--- src/rtl/riscv_branch_predictor.sv ---
// Direct-mapped BTB branch predictor: combinational lookup at fetch,
// trained from the execute stage with resolved branch/jump outcomes.
module riscv_branch_predictor #(
  parameter int unsigned XLEN     = 32,
  parameter int unsigned ENTRIES  = 16,
  parameter logic [1:0]  CTR_INIT = 2'b01
) (
  input  logic            clk,
  input  logic            reset,
  input  logic [XLEN-1:0] f_pc,
  output logic            pred_taken,
  output logic [XLEN-1:0] pred_target,
  input  logic            upd_valid,
  input  logic [XLEN-1:0] upd_pc,
  input  logic            upd_is_branch,
  input  logic            upd_is_jump,
  input  logic            upd_taken,
  input  logic [XLEN-1:0] upd_target,
  input  logic            inv_all
);

  localparam int unsigned IDX  = $clog2(ENTRIES);
  localparam int unsigned TAGW = XLEN - IDX - 2;

  logic [ENTRIES-1:0] valid_q;
  logic [ENTRIES-1:0] jump_q;
  logic [1:0]         ctr_q    [ENTRIES];
  logic [TAGW-1:0]    tag_q    [ENTRIES];
  logic [XLEN-1:0]    target_q [ENTRIES];

  // Instruction-alignment bits carry no prediction information.
  logic unused_pc_lsbs;
  assign unused_pc_lsbs = ^{f_pc[1:0], upd_pc[1:0]};

  // Lookup: reads only registered state, so it returns pre-update contents.
  logic [IDX-1:0]  f_idx;
  logic [TAGW-1:0] f_tag;
  logic            f_hit;

  assign f_idx       = f_pc[IDX+1:2];
  assign f_tag       = f_pc[XLEN-1:IDX+2];
  assign f_hit       = valid_q[f_idx] && (tag_q[f_idx] == f_tag);
  assign pred_taken  = f_hit && (jump_q[f_idx] || ctr_q[f_idx][1]);
  assign pred_target = pred_taken ? target_q[f_idx] : f_pc + XLEN'(4);

  logic [IDX-1:0]  u_idx;
  logic [TAGW-1:0] u_tag;
  logic            u_hit;
  logic            do_jump;
  logic            do_branch;
  logic            alloc;
  logic            train;
  logic            wr_target;
  logic [1:0]      ctr_next;

  // NOTE: every always_comb output gets a default first so no latch is inferred.
  always_comb begin
    u_idx     = upd_pc[IDX+1:2];
    u_tag     = upd_pc[XLEN-1:IDX+2];
    u_hit     = valid_q[u_idx] && (tag_q[u_idx] == u_tag);
    // Jumps win over the branch flag; reset and invalidate discard the update.
    do_jump   = upd_valid && upd_is_jump && !inv_all && !reset;
    do_branch = upd_valid && upd_is_branch && !upd_is_jump && !inv_all && !reset;
    alloc     = do_jump || (do_branch && !u_hit && upd_taken);
    train     = do_branch && u_hit;
    wr_target = alloc || (train && upd_taken);
    ctr_next  = ctr_q[u_idx];
    if (do_jump) begin
      ctr_next = 2'b11;
    end else if (alloc) begin
      ctr_next = 2'b10;
    end else if (upd_taken) begin
      if (ctr_q[u_idx] != 2'b11) ctr_next = ctr_q[u_idx] + 2'd1;
    end else begin
      if (ctr_q[u_idx] != 2'b00) ctr_next = ctr_q[u_idx] - 2'd1;
    end
  end

  always_ff @(posedge clk) begin
    if (reset) begin
      for (int i = 0; i < int'(ENTRIES); i++) begin
        valid_q[i] <= 1'b0;
        ctr_q[i]   <= CTR_INIT;
      end
    end else if (inv_all) begin
      valid_q <= '0;
    end else if (alloc) begin
      valid_q[u_idx] <= 1'b1;
      ctr_q[u_idx]   <= ctr_next;
    end else if (train) begin
      ctr_q[u_idx]   <= ctr_next;
    end
  end

  // NOTE: tag/target/jump storage is deliberately not reset; valid=0 masks it,
  // which lets these arrays map onto plain RAM without a clear path.
  always_ff @(posedge clk) begin
    if (alloc) begin
      tag_q[u_idx]  <= u_tag;
      jump_q[u_idx] <= do_jump;
    end
    if (wr_target) begin
      target_q[u_idx] <= upd_target;
    end
  end

endmodule
--- config.mk ---
export PLATFORM = sky130hd
export DESIGN_NAME = riscv_branch_predictor
export DESIGN_NICKNAME = d
export VERILOG_FILES = /design/src/rtl/riscv_branch_predictor.sv
export SDC_FILE = /design/constraint.sdc
export NUM_CORES = 1
export LEC_CHECK = 0
export CAP_MARGIN = 20
export CORE_MARGIN = 1
export CORE_UTILIZATION = 30
export DETAILED_ROUTE_END_ITERATION = 7
export DONT_BUFFER_PORTS = 1
export HOLD_SLACK_MARGIN = 0.05
export PLACE_DENSITY = 0.53
export SLEW_MARGIN = 5
export SYNTH_ARGS = -nofsm -noshare
export SYNTH_HDL_FRONTEND = slang
export SYNTH_SLANG_ARGS = --single-unit
--- constraint.sdc ---
create_clock -name clk -period 10.95 [get_ports clk]
set_clock_uncertainty 0.15 [all_clocks]
set_input_delay 1.6425 -clock clk [delete_from_list [all_inputs] [get_ports clk]]
set_output_delay 1.6425 -clock clk [all_outputs]
set_load 0.02 [all_outputs]
==> impl_metrics.csv, run 1 <==
group,metric,value,unit
timing,fmax,0.132,GHz
yosys,synthCells,2170,
critical_path,critical_path_class,"input port to output port",
global_routing,grt_max_degree,248,
cts,holdBufCountCts,0,
timing,holdWs,320,ps
cts,htreeDepth,3,
yosys,synth.cell_area,43500,sq um
route,finalWirelength,127000,um
place,dp_slack,3950,ps
route,vias_per_cell,5.36,
floorplanning,core-area,144000,sq um
cts,clock-root-buffer,"clkbuf_16",
global_routing,gr-total-overflow,0,
cells_and_area,nets,2287,
floorplanning,initial_core_util,30.3,%
route,drt_iter0_markers,2359,
place,port_buffers,0,
timing,fin_crit_sh,69.2,%
cts,cts_tree,"built",
route,drc_errors,34,
place,gp_congestion,0.842,
route,vias,22394,
critical_path,critPathMaxFanout,236,
timing,tns,0,ps
yosys,synth_edf_count,976,
timing,rsz0062_at_grt,"no",
critical_path,cp.required,9160,ps
floorplanning,io_pins,136,
critical_path,cp-start-kind,"input port",
yosys,avgSynthCellArea,20.1,sq um
timing,tightest_slew,1450,ps
power,peakVddDrop,0.000139,V
hold_path,hp-start,"valid_q[1]",
yosys,synth_ff_type,"edfxtp_1",
yosys,syn-num-nets,2274,
power,power.switching,1.70,mW
yosys,synth.ff_latch_count,992,
cts,clock-sinks,992,
critical_path,crit_arrival,5790,ps
floorplanning,num_rows,139,
timing,setup-violations-final,0,
route,antenna_left,0,
route,first_pass_iters,8,
floorplanning,die_x,383,um
power,internal-power,6.49,mW
power,power.density,166,nW/um^2
critical_path,crit_start,"f_pc[3]",
timing,slew_viol_final,0,
cts,cts_setup_buffers,0,
cells_and_area,final_common_cell,"edfxtp_1",
critical_path,r2r-start,"tag_q[15][19]",
critical_path,worst_setup_path_end_kind,"output port",
floorplanning,dieArea,147000,sq um
global_routing,grt_pass1_vias,23485,
cells_and_area,fill_cells,13383,
timing,setup_ws,3370,ps
timing,finalHoldViolCount,0,
cells_and_area,drive_above_1_share,29.0,%
place,hpwl,71300,um
floorplanning,die_h,383,um
power,pwr-share-seq,51.4,%
yosys,yosysWarningCount,0,
global_routing,grt_pass1_wl,177000,um
global_routing,grt.total_usage,17.2,%
yosys,async_reset_ff_share,0,%
global_routing,antenna_found_initial,15,
yosys,yosysSeqAreaShare,68.1,%
cts,cts_max_path_buffers,3,
cells_and_area,layout_common_cells,"edfxtp_1, mux4_2, mux2i_1",
power,p_leak,15.1,nW
cts,postCtsResizedCells,0,
power,p_comb_share,4.9,%
cts,clkTransAtPathRegs,60,ps
route,wl_per_cell,30.3,um
outcome,status,"finished, violations left",
outcome,violations,"design-rule violations",
cts,clk-insertion-delay-late,720,ps
timing,min_period,7580,ps
hold_path,hold_class,"register to register",
job,drv_cap,0,
power,swShare,20.7,%
power,clkPwrFrac,43.7,%
cts,cts-buffers-inserted,104,
cells_and_area,area_delta_synth_final,13.0,%
timing,max-slew-margin-rel,3.54,%
yosys,synth.distinct_cells,72,
[stage by stage]
step | total power [mW] | utilization, % | area (sq um) | instances
floorplan | 4.64 | - | 43500 | 2170
global placement | 4.68 | 31.8 | 45700 | 3978
detailed placement | 4.68 | 31.8 | 45700 | 3978
CTS | 8.25 | 34.2 | 49200 | 4170
global route | 8.41 | 34.2 | 49200 | 4172
finish | 8.18 | 34.2 | 49200 | 4175
[flip-flops by register name, indices dropped and copies added (netlist names)]
signal	flops
tag_q	416
valid_q	16
ctr_q	32
jump_q	16
target_q	512
[metal layers]
layer	global-route usage [%]	up-vias	share of wire [%]
li1	-	9227	-
met5	0	-	0.010
met4	4.39	2	2.2
met2	27.0	945	47
met3	6.17	180	11
met1	22.5	12040	41
[cell families (layout without fill, tap and decap cells)]
logic type / after synthesis / after routing / synth area share, %
compound gates: 201 / 201 / 3.50
xor+xnor: 81 / 81 / 1.63
fa+ha+maj: 2 / 2 / 0.0517
buf+inv: 156 / 255 / 1.87
flops: 992 / 992 / 68.1
mux: 507 / 507 / 22.0
other cells: 0 / 3 / 0
simple gates: 231 / 231 / 2.85
[synthesized netlist by cell type, types with 11 or more instances]
master,instances,area (sq um)
nand2_1,61,229
xnor2_1,46,403
nor2b_1,21,131
buf_4,17,128
a21oi_1,23,115
edfxtp_1,976,29300
a211oi_1,16,120
o21ai_0,19,95.1
nand3_1,16,80.1
nor3_2,16,160
nor2_1,39,146
buf_2,57,285
clkbuf_1,46,173
dfxtp_1,16,320
inv_1,14,52.6
mux4_2,357,8040
buf_6,11,124
nor3_1,25,125
and3_1,11,68.8
a22oi_1,21,158
a22o_1,13,114
o31ai_1,15,113
mux2i_1,115,1150
mux2_2,30,338
o21bai_1,22,165
xor2_1,35,307
[cell type report]
type,instances,area (sq um),area share (%)
timing repair buffer,47,360,0.732
clock inverter,62,628,1.28
antenna,3,7.51,0.0153
tap,1903,2380,4.84
multi-input combinational,1022,13300,27.1
sequential,992,29600,60.2
inverter,16,60.1,0.122
clock buffer,130,2810,5.72
[critical path, cell delays in order]
cell and delay [ps]:
ha_1 690, nand3_1 220, nor2_1 360, nand3_1 340
nor2_1 290, nand4_1 170, xnor2_1 910, mux2_2 480
[final timing paths]
kind         slack (ps)  cells past startpoint               to
max reg2reg        6630                     11      tag_q[6][0]
min reg2reg         320                      2       valid_q[1]
max                3370                      8  pred_target[30]
min                 320                      2       valid_q[1]
[power groups by stage]
stage / registers, mW / logic, mW / clock network [mW]
global placement: 4.28 / 0.393 / 0
floorplan: 4.28 / 0.357 / 0
detailed placement: 4.29 / 0.394 / 0
finish: 4.21 / 0.401 / 3.58
CTS: 4.21 / 0.396 / 3.65
global route: 4.21 / 0.419 / 3.79
Power figures use the tool's default switching activity.
==> inputs of run 2 (changes only) <==
- clock period: 10.95 -> 7.05 ns (I/O delays scaled with it)
==> run 2 against run 1 <==
  * The flow still finishes with violations (design-rule violations)
  * Global-route usage rose by 0.20 points
  * Die area did not move
  * Worst hold slack got worse by 53 ps
  * Sequential cell count did not move
  * Routed wire length rose by 1.3%
  * Clock power rose by 53%
==> impl_metrics.csv, run 2 (synthesis results as in run 1) <==
group,metric,value,unit
outcome,status,"finished, violations left",
outcome,violations,"design-rule violations",
critical_path,critical_path_class,"input port to output port",
timing,max-slew-margin-rel,19.5,%
power,peakVddDrop,0.000192,V
hold_path,hp-start,"upd_target[13]",
global_routing,gr-total-overflow,0,
global_routing,antenna_found_initial,19,
global_routing,met1_usage,23.1,%
power,swShare,21.2,%
critical_path,worst_setup_path_end_kind,"output port",
cts,clock-sinks,992,
hold_path,hold_class,"input port to register",
cts,cts_setup_buffers,0,
power,clkPwrFrac,43.3,%
critical_path,crit_start,"f_pc[2]",
place,gp_congestion,0.823,
cells_and_area,fin_area,49200,sq um
hold_path,hold_depth,0,
route,wl_per_cell,30.7,um
timing,tns,0,ps
route,drt_iter0_markers,2551,
cts,cts_tree,"built",
power,pwr-share-seq,51.8,%
cts,cts-buffers-inserted,103,
floorplanning,die_h,383,um
critical_path,r2r-start,"tag_q[15][16]",
critical_path,reg2reg_to,"tag_q[11][23]",
floorplanning,die_x,383,um
critical_path,cp.required,5840,ps
global_routing,grt_pass1_wl,179000,um
critical_path,critPathMaxFanout,247,
cells_and_area,final_common_cell,"edfxtp_1",
power,p_comb_share,4.9,%
route,vias,22636,
critical_path,crit_arrival,5060,ps
cells_and_area,fill_cells,13336,
timing,rsz0062_at_grt,"no",
place,dpl_cell_area,45800,sq um
route,antenna_left,0,
cells_and_area,layout_common_cells,"edfxtp_1, mux4_2, mux2i_1",
cells_and_area,area_delta_synth_final,13.0,%
critical_path,ff2ff_path_depth,11,
route,first_pass_iters,8,
power,internal-power,9.94,mW
route,finalWirelength,128000,um
route,drc_errors,17,
global_routing,grt.met2_usage,27.4,%
timing,fin_crit_sh,88.9,%
timing,setup-violations-final,0,
cts,cts_max_path_buffers,3,
timing,tightest_slew,1200,ps
place,dp_slack,950,ps
cells_and_area,nets,2292,
cts,clkTransAtPathRegs,60,ps
cts,clk-insertion-delay-late,730,ps
job,drv_cap,0,
global_routing,grtUsageMet3,5.62,%
floorplanning,dieArea,147000,sq um
global_routing,grt_most_used_layer,"met2",
cts,htreeDepth,3,
global_routing,grt_max_degree,248,
cells_and_area,reg_top3,"target_q: 512 flops, tag_q: 416 flops, ctr_q: 32 flops",
timing,finalHoldViolCount,0,
power,power.switching,2.67,mW
place,hpwl,72800,um
place,port_buffers,0,
timing,min_period,6270,ps
hold_path,whs_endpoint,"target_q[15][13]",
cts,postCtsResizedCells,0,
floorplanning,initial_core_util,30.3,%
power,power.density,257,nW/um^2
timing,setup_ws,782,ps
cts,clock-root-buffer,"clkbuf_16",
route,vias_per_cell,5.42,
cells_and_area,multi_input_area,13300,sq um
critical_path,cp-start-kind,"input port",
cells_and_area,seq_area,29600,sq um
critical_path,reg2reg_slack,2850,ps
cells_and_area,num_antenna_cells,0,
cells_and_area,largest-register,"target_q",
floorplanning,core-area,144000,sq um
timing,slew_viol_final,0,
cells_and_area,drive_above_1_share,28.8,%
floorplanning,io_pins,136,
floorplanning,num_rows,139,
timing,fmax,0.160,GHz
cells_and_area,largest_register_ffs,512,
power,p_leak,15.0,nW
cts,holdBufCountCts,0,
global_routing,grt.total_usage,17.4,%
global_routing,grt_pass1_vias,23476,
==> run 2: cell types whose count changed in the layout (fill, tap and decap cells not counted), moves of 2 or more <==
cell,before,now
buf_4,45,52
clkbuf_8,5,0
clkbuf_16,107,103
clkinv_16,0,4
clkinv_1,23,26
diode_2,3,0
inv_16,3,0
clkinv_2,22,20
clkinv_8,1,3
==> run 2: routing by layer <==
layer  vias to the layer above  wire, um  share of wire, %
li1                       9241         -                 -
met5                         -        33             0.026
met4                         4      2740               2.1
met3                       162     12100               9.4
met1                     12246     52800                41
met2                       983     60700                47
==> run 2: stage by stage <==
stage	hold WS (ps)	utilization, %	instances	total power [mW]
floorplan	281	-	2170	7.20
global placement	300	31.8	3983	7.26
detailed placement	310	31.8	3983	7.27
CTS	201	34.2	4172	12.7
global route	209	34.2	4175	13.0
finish	267	34.2	4175	12.6
==> run 2: critical path, stage by stage <==
cell	delay, ps
mux4_2	560
mux4_2	510
xor2_1	180
nor4_1	820
nand3_1	290
nor3_4	370
buf_4	500
mux2i_1	510
==> run 2: worst max path at each step <==
stage,end,cells past startpoint
2_1_floorplan,jump_q[0],14
3_3_place_gp,pred_target[2],8
3_5_place_dp,pred_target[2],8
4_1_cts,pred_target[2],8
5_1_grt,pred_target[2],8
6_report,pred_target[2],8
==> run 2: area by class of cell <==
| class | count | area share [%] |
|---|---|---|
| flip-flops and latches | 992 | 60.3 |
| multi-input cells | 1022 | 27.1 |
| clock inverters | 67 | 1.48 |
| clock buffers | 122 | 5.39 |
| inverters | 16 | 0.122 |
| repair buffers | 53 | 0.817 |
| well taps | 1903 | 4.84 |
==> run 2: power groups by stage <==
stage	clock, mW	sequential [mW]	combinational, mW
floorplan	0	6.65	0.554
global placement	0	6.65	0.611
detailed placement	0	6.66	0.612
CTS	5.57	6.53	0.615
global route	5.79	6.53	0.645
finish	5.46	6.53	0.621
